**config.mk**
```make
export PLATFORM = sky130hd
export DESIGN_NAME = uart_tx_baudsel_flat
export DESIGN_NICKNAME = d
export VERILOG_FILES = /design/src/rtl/uart_tx_baudsel_if.sv /design/src/rtl/uart_tx_baudsel.sv /design/src/flat_wrapper.sv
export SDC_FILE = /design/constraint.sdc
export NUM_CORES = 1
export LEC_CHECK = 0
export CORE_ASPECT_RATIO = 1.5
export CORE_MARGIN = 4
export CORE_UTILIZATION = 58
export CTS_CLUSTER_DIAMETER = 50
export DETAILED_ROUTE_END_ITERATION = 16
export PLACE_DENSITY_LB_ADDON = 0.3
export SLEW_MARGIN = 20
export SYNTH_ARGS = -nofsm -noshare
export SYNTH_HDL_FRONTEND = slang
export SYNTH_SLANG_ARGS = --single-unit
```
**constraint.sdc**
```tcl
create_clock -name i_Clock -period 3.1 [get_ports i_Clock]
set_clock_uncertainty 0.1 [all_clocks]
set_input_delay 0.31 -clock i_Clock [delete_from_list [all_inputs] [get_ports i_Clock]]
set_output_delay 0.31 -clock i_Clock [all_outputs]
set_load 0.05 [all_outputs]
```
**src/rtl/uart_tx_baudsel_if.sv**
```systemverilog
// Transmit-side handshake for uart_tx_baudsel: byte strobe and baud select in,
// serial line and frame status out.
interface uart_tx_baudsel_if;
    logic [1:0] i_Baud_Select;
    logic       i_Tx_DV;
    logic [7:0] i_Tx_Byte;
    logic       o_Tx_Serial;
    logic       o_Tx_Active;
    logic       o_Tx_Done;

    modport master (
        output i_Baud_Select, i_Tx_DV, i_Tx_Byte,
        input  o_Tx_Serial, o_Tx_Active, o_Tx_Done
    );

    modport slave (
        input  i_Baud_Select, i_Tx_DV, i_Tx_Byte,
        output o_Tx_Serial, o_Tx_Active, o_Tx_Done
    );
endinterface

```
**src/rtl/uart_tx_baudsel.sv**
```systemverilog
// UART transmitter: start, 8 data bits LSB-first, optional parity, 1 stop bit.
// Bit period is chosen per frame from a 2-bit baud select latched at acceptance.
module uart_tx_baudsel #(
    parameter int CLK_FREQ_HZ = 50_000_000,
    parameter int PARITY      = 0
) (
    input logic          i_Clock,
    input logic          i_Reset,
    uart_tx_baudsel_if.slave tx
);

    localparam int CPB_0 = (CLK_FREQ_HZ + 9600 / 2) / 9600;
    localparam int CPB_1 = (CLK_FREQ_HZ + 19200 / 2) / 19200;
    localparam int CPB_2 = (CLK_FREQ_HZ + 57600 / 2) / 57600;
    localparam int CPB_3 = (CLK_FREQ_HZ + 115200 / 2) / 115200;

    // The 16-bit counter and the CPB-1 compare need every period in 2..65535.
    if (CPB_0 < 2 || CPB_0 > 65535 || CPB_1 < 2 || CPB_1 > 65535 ||
        CPB_2 < 2 || CPB_2 > 65535 || CPB_3 < 2 || CPB_3 > 65535) begin : g_bad_cpb
        $error("uart_tx_baudsel: bit period out of range 2..65535");
    end
    if (PARITY < 0 || PARITY > 2) begin : g_bad_parity
        $error("uart_tx_baudsel: PARITY must be 0, 1 or 2");
    end

    typedef enum logic [2:0] {
        S_IDLE,
        S_START,
        S_DATA,
        S_PARITY,
        S_STOP
    } state_t;

    state_t      state_q;
    logic [15:0] clk_cnt_q;
    logic [2:0]  bit_idx_q;
    logic [7:0]  byte_q;
    logic [15:0] cpb_q;
    logic        par_q;
    logic        serial_q;
    logic        active_q;
    logic        done_q;

    logic [15:0] cpb_d;
    logic        par_d;
    logic        bit_end;

    always_comb begin
        cpb_d = 16'(CPB_0);
        case (tx.i_Baud_Select)
            2'b00:   cpb_d = 16'(CPB_0);
            2'b01:   cpb_d = 16'(CPB_1);
            2'b10:   cpb_d = 16'(CPB_2);
            default: cpb_d = 16'(CPB_3);
        endcase
    end

    // Even parity is the XOR of the data bits; odd parity is its complement.
    assign par_d   = (PARITY == 2) ? ~^tx.i_Tx_Byte : ^tx.i_Tx_Byte;
    assign bit_end = (clk_cnt_q == cpb_q - 16'd1);

    always_ff @(posedge i_Clock) begin
        if (i_Reset) begin
            state_q   <= S_IDLE;
            clk_cnt_q <= '0;
            bit_idx_q <= '0;
            byte_q    <= '0;
            cpb_q     <= 16'(CPB_0);
            par_q     <= 1'b0;
            serial_q  <= 1'b1;
            active_q  <= 1'b0;
            done_q    <= 1'b0;
        end else begin
            done_q <= 1'b0;
            case (state_q)
                S_IDLE: begin
                    serial_q  <= 1'b1;
                    active_q  <= 1'b0;
                    clk_cnt_q <= '0;
                    bit_idx_q <= '0;
                    if (tx.i_Tx_DV) begin
                        byte_q   <= tx.i_Tx_Byte;
                        cpb_q    <= cpb_d;
                        par_q    <= par_d;
                        serial_q <= 1'b0;
                        active_q <= 1'b1;
                        state_q  <= S_START;
                    end
                end
                S_START: begin
                    if (bit_end) begin
                        clk_cnt_q <= '0;
                        bit_idx_q <= '0;
                        serial_q  <= byte_q[0];
                        state_q   <= S_DATA;
                    end else begin
                        clk_cnt_q <= clk_cnt_q + 16'd1;
                    end
                end
                S_DATA: begin
                    if (bit_end) begin
                        clk_cnt_q <= '0;
                        if (bit_idx_q == 3'd7) begin
                            if (PARITY != 0) begin
                                serial_q <= par_q;
                                state_q  <= S_PARITY;
                            end else begin
                                serial_q <= 1'b1;
                                state_q  <= S_STOP;
                            end
                        end else begin
                            bit_idx_q <= bit_idx_q + 3'd1;
                            serial_q  <= byte_q[bit_idx_q + 3'd1];
                        end
                    end else begin
                        clk_cnt_q <= clk_cnt_q + 16'd1;
                    end
                end
                S_PARITY: begin
                    if (bit_end) begin
                        clk_cnt_q <= '0;
                        serial_q  <= 1'b1;
                        state_q   <= S_STOP;
                    end else begin
                        clk_cnt_q <= clk_cnt_q + 16'd1;
                    end
                end
                S_STOP: begin
                    // Done and the fall of Active land on the same edge; the FSM
                    // is back in IDLE so a strobe during the Done cycle is taken.
                    if (bit_end) begin
                        clk_cnt_q <= '0;
                        serial_q  <= 1'b1;
                        active_q  <= 1'b0;
                        done_q    <= 1'b1;
                        state_q   <= S_IDLE;
                    end else begin
                        clk_cnt_q <= clk_cnt_q + 16'd1;
                    end
                end
                default: begin
                    state_q   <= S_IDLE;
                    clk_cnt_q <= '0;
                    serial_q  <= 1'b1;
                    active_q  <= 1'b0;
                end
            endcase
        end
    end

    assign tx.o_Tx_Serial = serial_q;
    assign tx.o_Tx_Active = active_q;
    assign tx.o_Tx_Done   = done_q;

endmodule

```
**src/flat_wrapper.sv**
```systemverilog
// flat-port wrapper written by rule: the top's interface ports become plain ports
module uart_tx_baudsel_flat 
#(
    parameter int CLK_FREQ_HZ = 50_000_000,
    parameter int PARITY      = 0
)
  (i_Clock, i_Reset, tx_i_Baud_Select, tx_i_Tx_DV, tx_i_Tx_Byte, tx_o_Tx_Serial, tx_o_Tx_Active, tx_o_Tx_Done);
  uart_tx_baudsel_if tx_i ();
  input logic i_Clock;
  input logic i_Reset;
  input wire logic [$bits(tx_i.i_Baud_Select)-1:0] tx_i_Baud_Select;
  input wire logic [$bits(tx_i.i_Tx_DV)-1:0] tx_i_Tx_DV;
  input wire logic [$bits(tx_i.i_Tx_Byte)-1:0] tx_i_Tx_Byte;
  output wire logic [$bits(tx_i.o_Tx_Serial)-1:0] tx_o_Tx_Serial;
  output wire logic [$bits(tx_i.o_Tx_Active)-1:0] tx_o_Tx_Active;
  output wire logic [$bits(tx_i.o_Tx_Done)-1:0] tx_o_Tx_Done;
  assign tx_i.i_Baud_Select = tx_i_Baud_Select;
  assign tx_i.i_Tx_DV = tx_i_Tx_DV;
  assign tx_i.i_Tx_Byte = tx_i_Tx_Byte;
  assign tx_o_Tx_Serial = tx_i.o_Tx_Serial;
  assign tx_o_Tx_Active = tx_i.o_Tx_Active;
  assign tx_o_Tx_Done = tx_i.o_Tx_Done;
  uart_tx_baudsel #(.CLK_FREQ_HZ(CLK_FREQ_HZ), .PARITY(PARITY)) u_core (.i_Clock(i_Clock), .i_Reset(i_Reset), .tx(tx_i));
endmodule
```
Word-level counts from Yosys, hierarchy flattened
Index checks and enable logic that the tools add are counted.
{"block": "word_totals", "ff_bits": 49, "in_bits": 13, "output_inout_bits": 3, "elab_cells": 67}
{"block": "op_classes", "n_eq_ne": 16, "reduce_logical": 13, "n_mux": 23, "addsub": 3, "order_cmp": 1, "n_bitwise": 3}
{"cell": "$pmux 13 s3", "n": 1}
{"cell": "$mux 3", "n": 8}
{"cell": "$add 16x1->16 const B", "n": 1}
{"cell": "$eq 16x16->1", "n": 1}
{"cell": "$sub 16x1->16 const B", "n": 1}
{"cell": "$pmux 3 s5", "n": 1}
{"cell": "$ne 2x1->1 const B", "n": 6}
{"cell": "$mux 1", "n": 9}
{"cell": "$pmux 3 s3", "n": 1}
{"cell": "$eq 3x2->1 const B", "n": 2}
{"cell": "$eq 3x3->1 const B", "n": 2}
{"cell": "$reduce_and 6->1", "n": 1}
{"cell": "$reduce_or 3->1", "n": 2}
{"cell": "$lt 3x4->1 const B", "n": 1}
{"cell": "$ne 2x2->1 const B", "n": 2}
{"cell": "$pmux 1 s4", "n": 1}
{"cell": "$reduce_and 2->1", "n": 2}
{"cell": "$reduce_and 4->1", "n": 1}
{"cell": "$reduce_or 2->1", "n": 2}
{"cell": "$reduce_or 4->1", "n": 1}
{"cell": "$add 3x1->3 const B", "n": 1}
{"cell": "$bmux 1 s3", "n": 1}
{"cell": "$eq 3x1->1 const B", "n": 1}
{"cell": "$logic_not 3->1", "n": 1}
{"cell": "other kinds (7)", "n": 9}

Depth between registers and ports, before layout
{"block": "depth", "depth_word": 6, "ltp_mapped": 12, "depth_no_buf": 9}

Worst setup path after synthesis
No wires, ideal clock.
{"block": "synth_path", "path_type": "reg-to-reg", "startpoint": "register u_core.cpb_q[9]", "endpoint": "register u_core.clk_cnt_q[9]", "synth_period_minus_slack_ns": 2.869, "path_stages_with_launch": 13, "required_time_ns": 2.936, "path_slack_ns": 0.231, "setup_ns": 0.064, "path_buffers": 3, "arrival_time_ns": 2.705, "cell_sequence": "dfxtp_1 -> buf_2 -> inv_1 -> ha_1 -> nor3b_2 -> nand2_1 -> o311a_1 -> or2_2 -> and4bb_1 -> or3_1 -> buf_2 -> buf_2 -> nor2_1"}
{"block": "synth_via", "elab_chain_len": 3}
{"item": "start: declaration", "line": "uart_tx_baudsel.sv:38", "source": "logic [15:0] cpb_q;"}
{"item": "start signal: assignment", "line": "uart_tx_baudsel.sv:68", "source": "cpb_q <= 16'(CPB_0);"}
{"item": "start signal: assignment", "line": "uart_tx_baudsel.sv:83", "source": "cpb_q <= cpb_d;"}
{"item": "$sub 16x1->16", "line": "uart_tx_baudsel.sv:60", "source": "assign bit_end = (clk_cnt_q == cpb_q - 16'd1);"}
{"item": "$eq 16x16->1", "line": "uart_tx_baudsel.sv:60"}
{"item": "$reduce_or 3->1 (no source line)"}
{"item": "end signal: assignment", "line": "uart_tx_baudsel.sv:97", "source": "clk_cnt_q <= clk_cnt_q + 16'd1;"}
{"item": "end signal: assignment", "line": "uart_tx_baudsel.sv:116", "source": "clk_cnt_q <= clk_cnt_q + 16'd1;"}
{"item": "end signal: assignment", "line": "uart_tx_baudsel.sv:125", "source": "clk_cnt_q <= clk_cnt_q + 16'd1;"}
{"item": "end: declaration", "line": "uart_tx_baudsel.sv:35", "source": "logic [15:0] clk_cnt_q;"}
Every way passes these cells.
A chain may end at the register's enable or synchronous reset.

Worst setup path in the final report
{"block": "layout_path", "startpoint": "register u_core.cpb_q[7]", "endpoint": "register u_core.clk_cnt_q[7]"}
The elaborated chain is that of the path after synthesis.

==> reports/qor.txt <==
CRITICAL PATH
-----------------------------------------------------------------------------------------------
CP Launch Point                                                                    u_core.cpb_q[7]$_SDFFE_PP0P_
Worst reg2reg path startpoint                                                      u_core.cpb_q[7]$_SDFFE_PP0P_
Cell count of the worst reg-to-reg path                                                      10
Req. time, crit path                                                                    3.23 ns
Reg2reg setup slack                                                                     0.19 ns
Worst endpoint data arrival time                                                        3.04 ns
RR Endpoint                                                                        u_core.clk_cnt_q[7]$_SDFF_PP0_
Critical Path Source Type                                                              register
Peak fanout along the critical path                                                          16
Worst setup EP type                                                                    register
Type of the setup path with the least slack                                        register to register

RUN STATUS
-----------------------------------------------------------------------------------------------
Status                                                                             complete, no violations

ROUTE
-----------------------------------------------------------------------------------------------
Routed len/inst                                                                        14.07 um
Total wire length after detailed routing                                                4840 um
Number of iterations in the first detailed-routing pass                                       4
Antenna-violating nets left                                                                   0
First-iteration detailed-routing DRC count                                                   57
Drt via density                                                                           5.855
Routed via count                                                                           2014
Total DRC errors in the routed layout                                                         0

STA
-----------------------------------------------------------------------------------------------
Post-layout minimum cycle time                                                         2.907 ns
Tightest Pin Transition                                                               0.6948 ns
Setup tns final                                                                            0 ns
Achievable frequency                                                                  344.0 MHz
Final period utilization                                                                 0.9379
Worst slew slack as a fraction of its limit                                              0.5354
Final-layout worst hold slack                                                         0.3566 ns
RSZ-0062 raised after global routing                                                      false
Setup-failing EPs final                                                                       0
Number of max-slew violations in the final report                                             0
Endpoints failing hold                                                                        0

LOGIC SYNTHESIS
-----------------------------------------------------------------------------------------------
Top cells by area, synth                                                           sky130_fd_sc_hd__dfxtp_1 36%, sky130_fd_sc_hd__nand2_1 5.4%, sky130_fd_sc_hd__nor2_1 5.3%
Post-synthesis sequential element count                                                      42
Syn Inst Count                                                                              284
Fraction of synthesized cell area taken by the top area cell type                        0.3588
Cell Area, Synth                                                                      2343 um^2
EDFF count, synth                                                                             0
Syn Area/Cell                                                                        8.252 um^2
Post-synth cell types                                                                        50
Post-synthesis cell type with the largest combined area                            sky130_fd_sc_hd__dfxtp_1
Portion of the post-synthesis area used by sequential elements                           0.3588
Synth warnings                                                                                0
Async set-reset flop share out of synthesis                                                   0
Syn nets                                                                                    306
Flip-flop cell with the highest count after synthesis                              sky130_fd_sc_hd__dfxtp_1

GLOBAL ROUTING
-----------------------------------------------------------------------------------------------
Antenna violations before repair                                                              0
Maximum number of pins on one net before global-route repair                                 19
Wire length of the first global-routing pass                                            8556 um
Combined global-route utilization of all metal layers                                    0.2124
GR Overflow Total                                                                             0
Vias in the first global route                                                             1999

PLACED DESIGN
-----------------------------------------------------------------------------------------------
Post-DP HPWL                                                                            3672 um
Routability-driven placement congestion ratio                                            0.8900
Placed cell count                                                                           336
Port Buffers                                                                                 15

CLOCK TREE
-----------------------------------------------------------------------------------------------
Clock input transition at the sequential cells of the worst setup and hold paths        0.08 ns
Skew-Pair Late Insertion Delay                                                          0.30 ns
Root Buffer Master                                                                 sky130_fd_sc_hd__clkbuf_8
H-tree depth                                                                                  2
Number of clock sinks                                                                        42
CTS tree                                                                                    yes
Total setup buffers inserted after CTS                                                        0
Buffer depth of the longest clock path                                                        2
Cts bufs inserted                                                                             5

POWER
-----------------------------------------------------------------------------------------------
Worst vdd ir                                                                          0.4203 mV
Pwr dens                                                                           438.2 nW/um^2
Lkg Pwr                                                                               0.9747 nW

CELLS AND AREA
-----------------------------------------------------------------------------------------------
Antenna Diode Count                                                                           0
Final-stage net count                                                                       320
Final cell count without fillers                                                            344
Fill cell instance count of the final layout                                                340
Share of final-layout standard cells stronger than drive strength 1                     0.09699
Area growth from synthesis to layout                                                     13.29%

HOLD PATH
-----------------------------------------------------------------------------------------------
HP Class                                                                           register to register
Min-Delay Path Depth                                                                          2
Min-Delay Endpoint                                                                 u_core.byte_q[3]$_SDFFE_PP0P_
Hold_sp                                                                            u_core.byte_q[3]$_SDFFE_PP0P_

FLOORPLANNING
-----------------------------------------------------------------------------------------------
Chip height                                                                            85.85 um
Die W                                                                                  59.90 um
Total die area                                                                        5142 um^2
Core Footprint                                                                        3924 um^2
Row count                                                                                    28
I/O pins                                                                                     16
Initial core utilization                                                                 0.5973

JOB
-----------------------------------------------------------------------------------------------
Maxcap violations                                                                             0

## registers in the layout, summed over array words and instances (netlist names)
name,cells
u_core.tx.o_Tx_Serial,1
u_core.clk_cnt_q,16
u_core.tx.o_Tx_Active,1
u_core.bit_idx_q,3
u_core.state_q,3
u_core.cpb_q,9
u_core.tx.o_Tx_Done,1
u_core.byte_q,8
## stage by stage
stage	setup WS, ns	util	area [um^2]	total power, mW
3_3_place_gp	0.2405	0.6473	2540	0.7483
6_report	0.1926	0.6767	2655	1.163
2_1_floorplan	0.2312	-	2344	0.6989
5_1_grt	0.01464	0.6767	2655	1.209
3_5_place_dp	0.1727	0.6473	2540	0.7524
4_1_cts	0.1413	0.6751	2649	1.171
## final cells by class
cell class	count	area [um^2]	area share
sequential	42	840.8	0.3167
clock inverter	3	40.04	0.01508
clock buffer	5	68.82	0.02592
tap	45	56.30	0.02121
multi-input combinational	213	1394	0.5250
timing repair buffer	22	202.7	0.07634
inverter	14	52.55	0.01979
## critical path, stage by stage, from the launching register on
cell and delay, ns:
sky130_fd_sc_hd__dfxtp_1 0.35, sky130_fd_sc_hd__inv_1 0.09, sky130_fd_sc_hd__ha_1 0.23, sky130_fd_sc_hd__nor3b_4 0.34, sky130_fd_sc_hd__nand2_1 0.13, sky130_fd_sc_hd__o311a_1 0.35
sky130_fd_sc_hd__or2_2 0.33, sky130_fd_sc_hd__and4bb_1 0.27, sky130_fd_sc_hd__or3_1 0.33, sky130_fd_sc_hd__buf_4 0.20, sky130_fd_sc_hd__nor2_1 0.11
## cell usage after synthesis (9+ instances only)
library cell               number
sky130_fd_sc_hd__a21oi_1       15
sky130_fd_sc_hd__clkbuf_1      10
sky130_fd_sc_hd__dfxtp_1       42
sky130_fd_sc_hd__ha_1           9
sky130_fd_sc_hd__inv_1         14
sky130_fd_sc_hd__nand2_1       34
sky130_fd_sc_hd__nand3_1        9
sky130_fd_sc_hd__nor2_1        33
sky130_fd_sc_hd__nor3_1         9
sky130_fd_sc_hd__xnor2_1       14
sky130_fd_sc_hd__xor2_1        11
## worst max-delay path by stage
stage,to,depth (start not counted)
global placement,u_core.clk_cnt_q[13]$_SDFF_PP0_,10
finish,u_core.clk_cnt_q[7]$_SDFF_PP0_,10
global route,u_core.clk_cnt_q[4]$_SDFF_PP0_,10
detailed placement,u_core.clk_cnt_q[6]$_SDFF_PP0_,10
floorplan,u_core.clk_cnt_q[9]$_SDFF_PP0_,12
CTS,u_core.clk_cnt_q[7]$_SDFF_PP0_,10
## logic make-up (layout without fill, tap and decap cells)
logic type	after synthesis	after routing	share of synthesized area
compound gates	49	49	0.1431
xor+xnor	25	25	0.09343
fa+ha+maj	9	9	0.04805
buf+inv	29	44	0.05179
flops	42	42	0.3588
mux	5	5	0.03203
simple gates	125	125	0.2728
## repair_timing
action | CTS | global route
hold buffers | 0 | 0
resized for setup | 0 | 1
setup endpoints to repair | 0 | 16
## layout by cell type, fill, tap and decap left out, drive strengths merged, types with 4 or more instances in the layout
master,instances
nand2,34
buf,7
ha,9
a21oi,15
o21ai,6
nand4,5
nand3,10
nor2,33
nor3,9
nor4,4
xnor2,14
clkbuf,5
or2,4
dfxtp,42
nand2b,5
xor2,11
nand3b,6
inv,14
o22ai,4
clkdlybuf4s50,15
## where the power goes
part	internal (mW)	switching, mW	leakage, nW
clock	0.237	0.185	0.0579
sequential	0.559	0.0196	0.342
combinational	0.0745	0.0881	0.575
## layer usage
metal	part of all wire	global-route usage	wire length, um	vias up
met5	0	0	0	-
met3	0.033	0.04367	159	10
li1	-	-	-	1015
met1	0.40	0.2268	1949	952
met4	0.024	0.09879	114	0
met2	0.54	0.3819	2616	37
No activity file was read; power rests on OpenSTA's default activity.
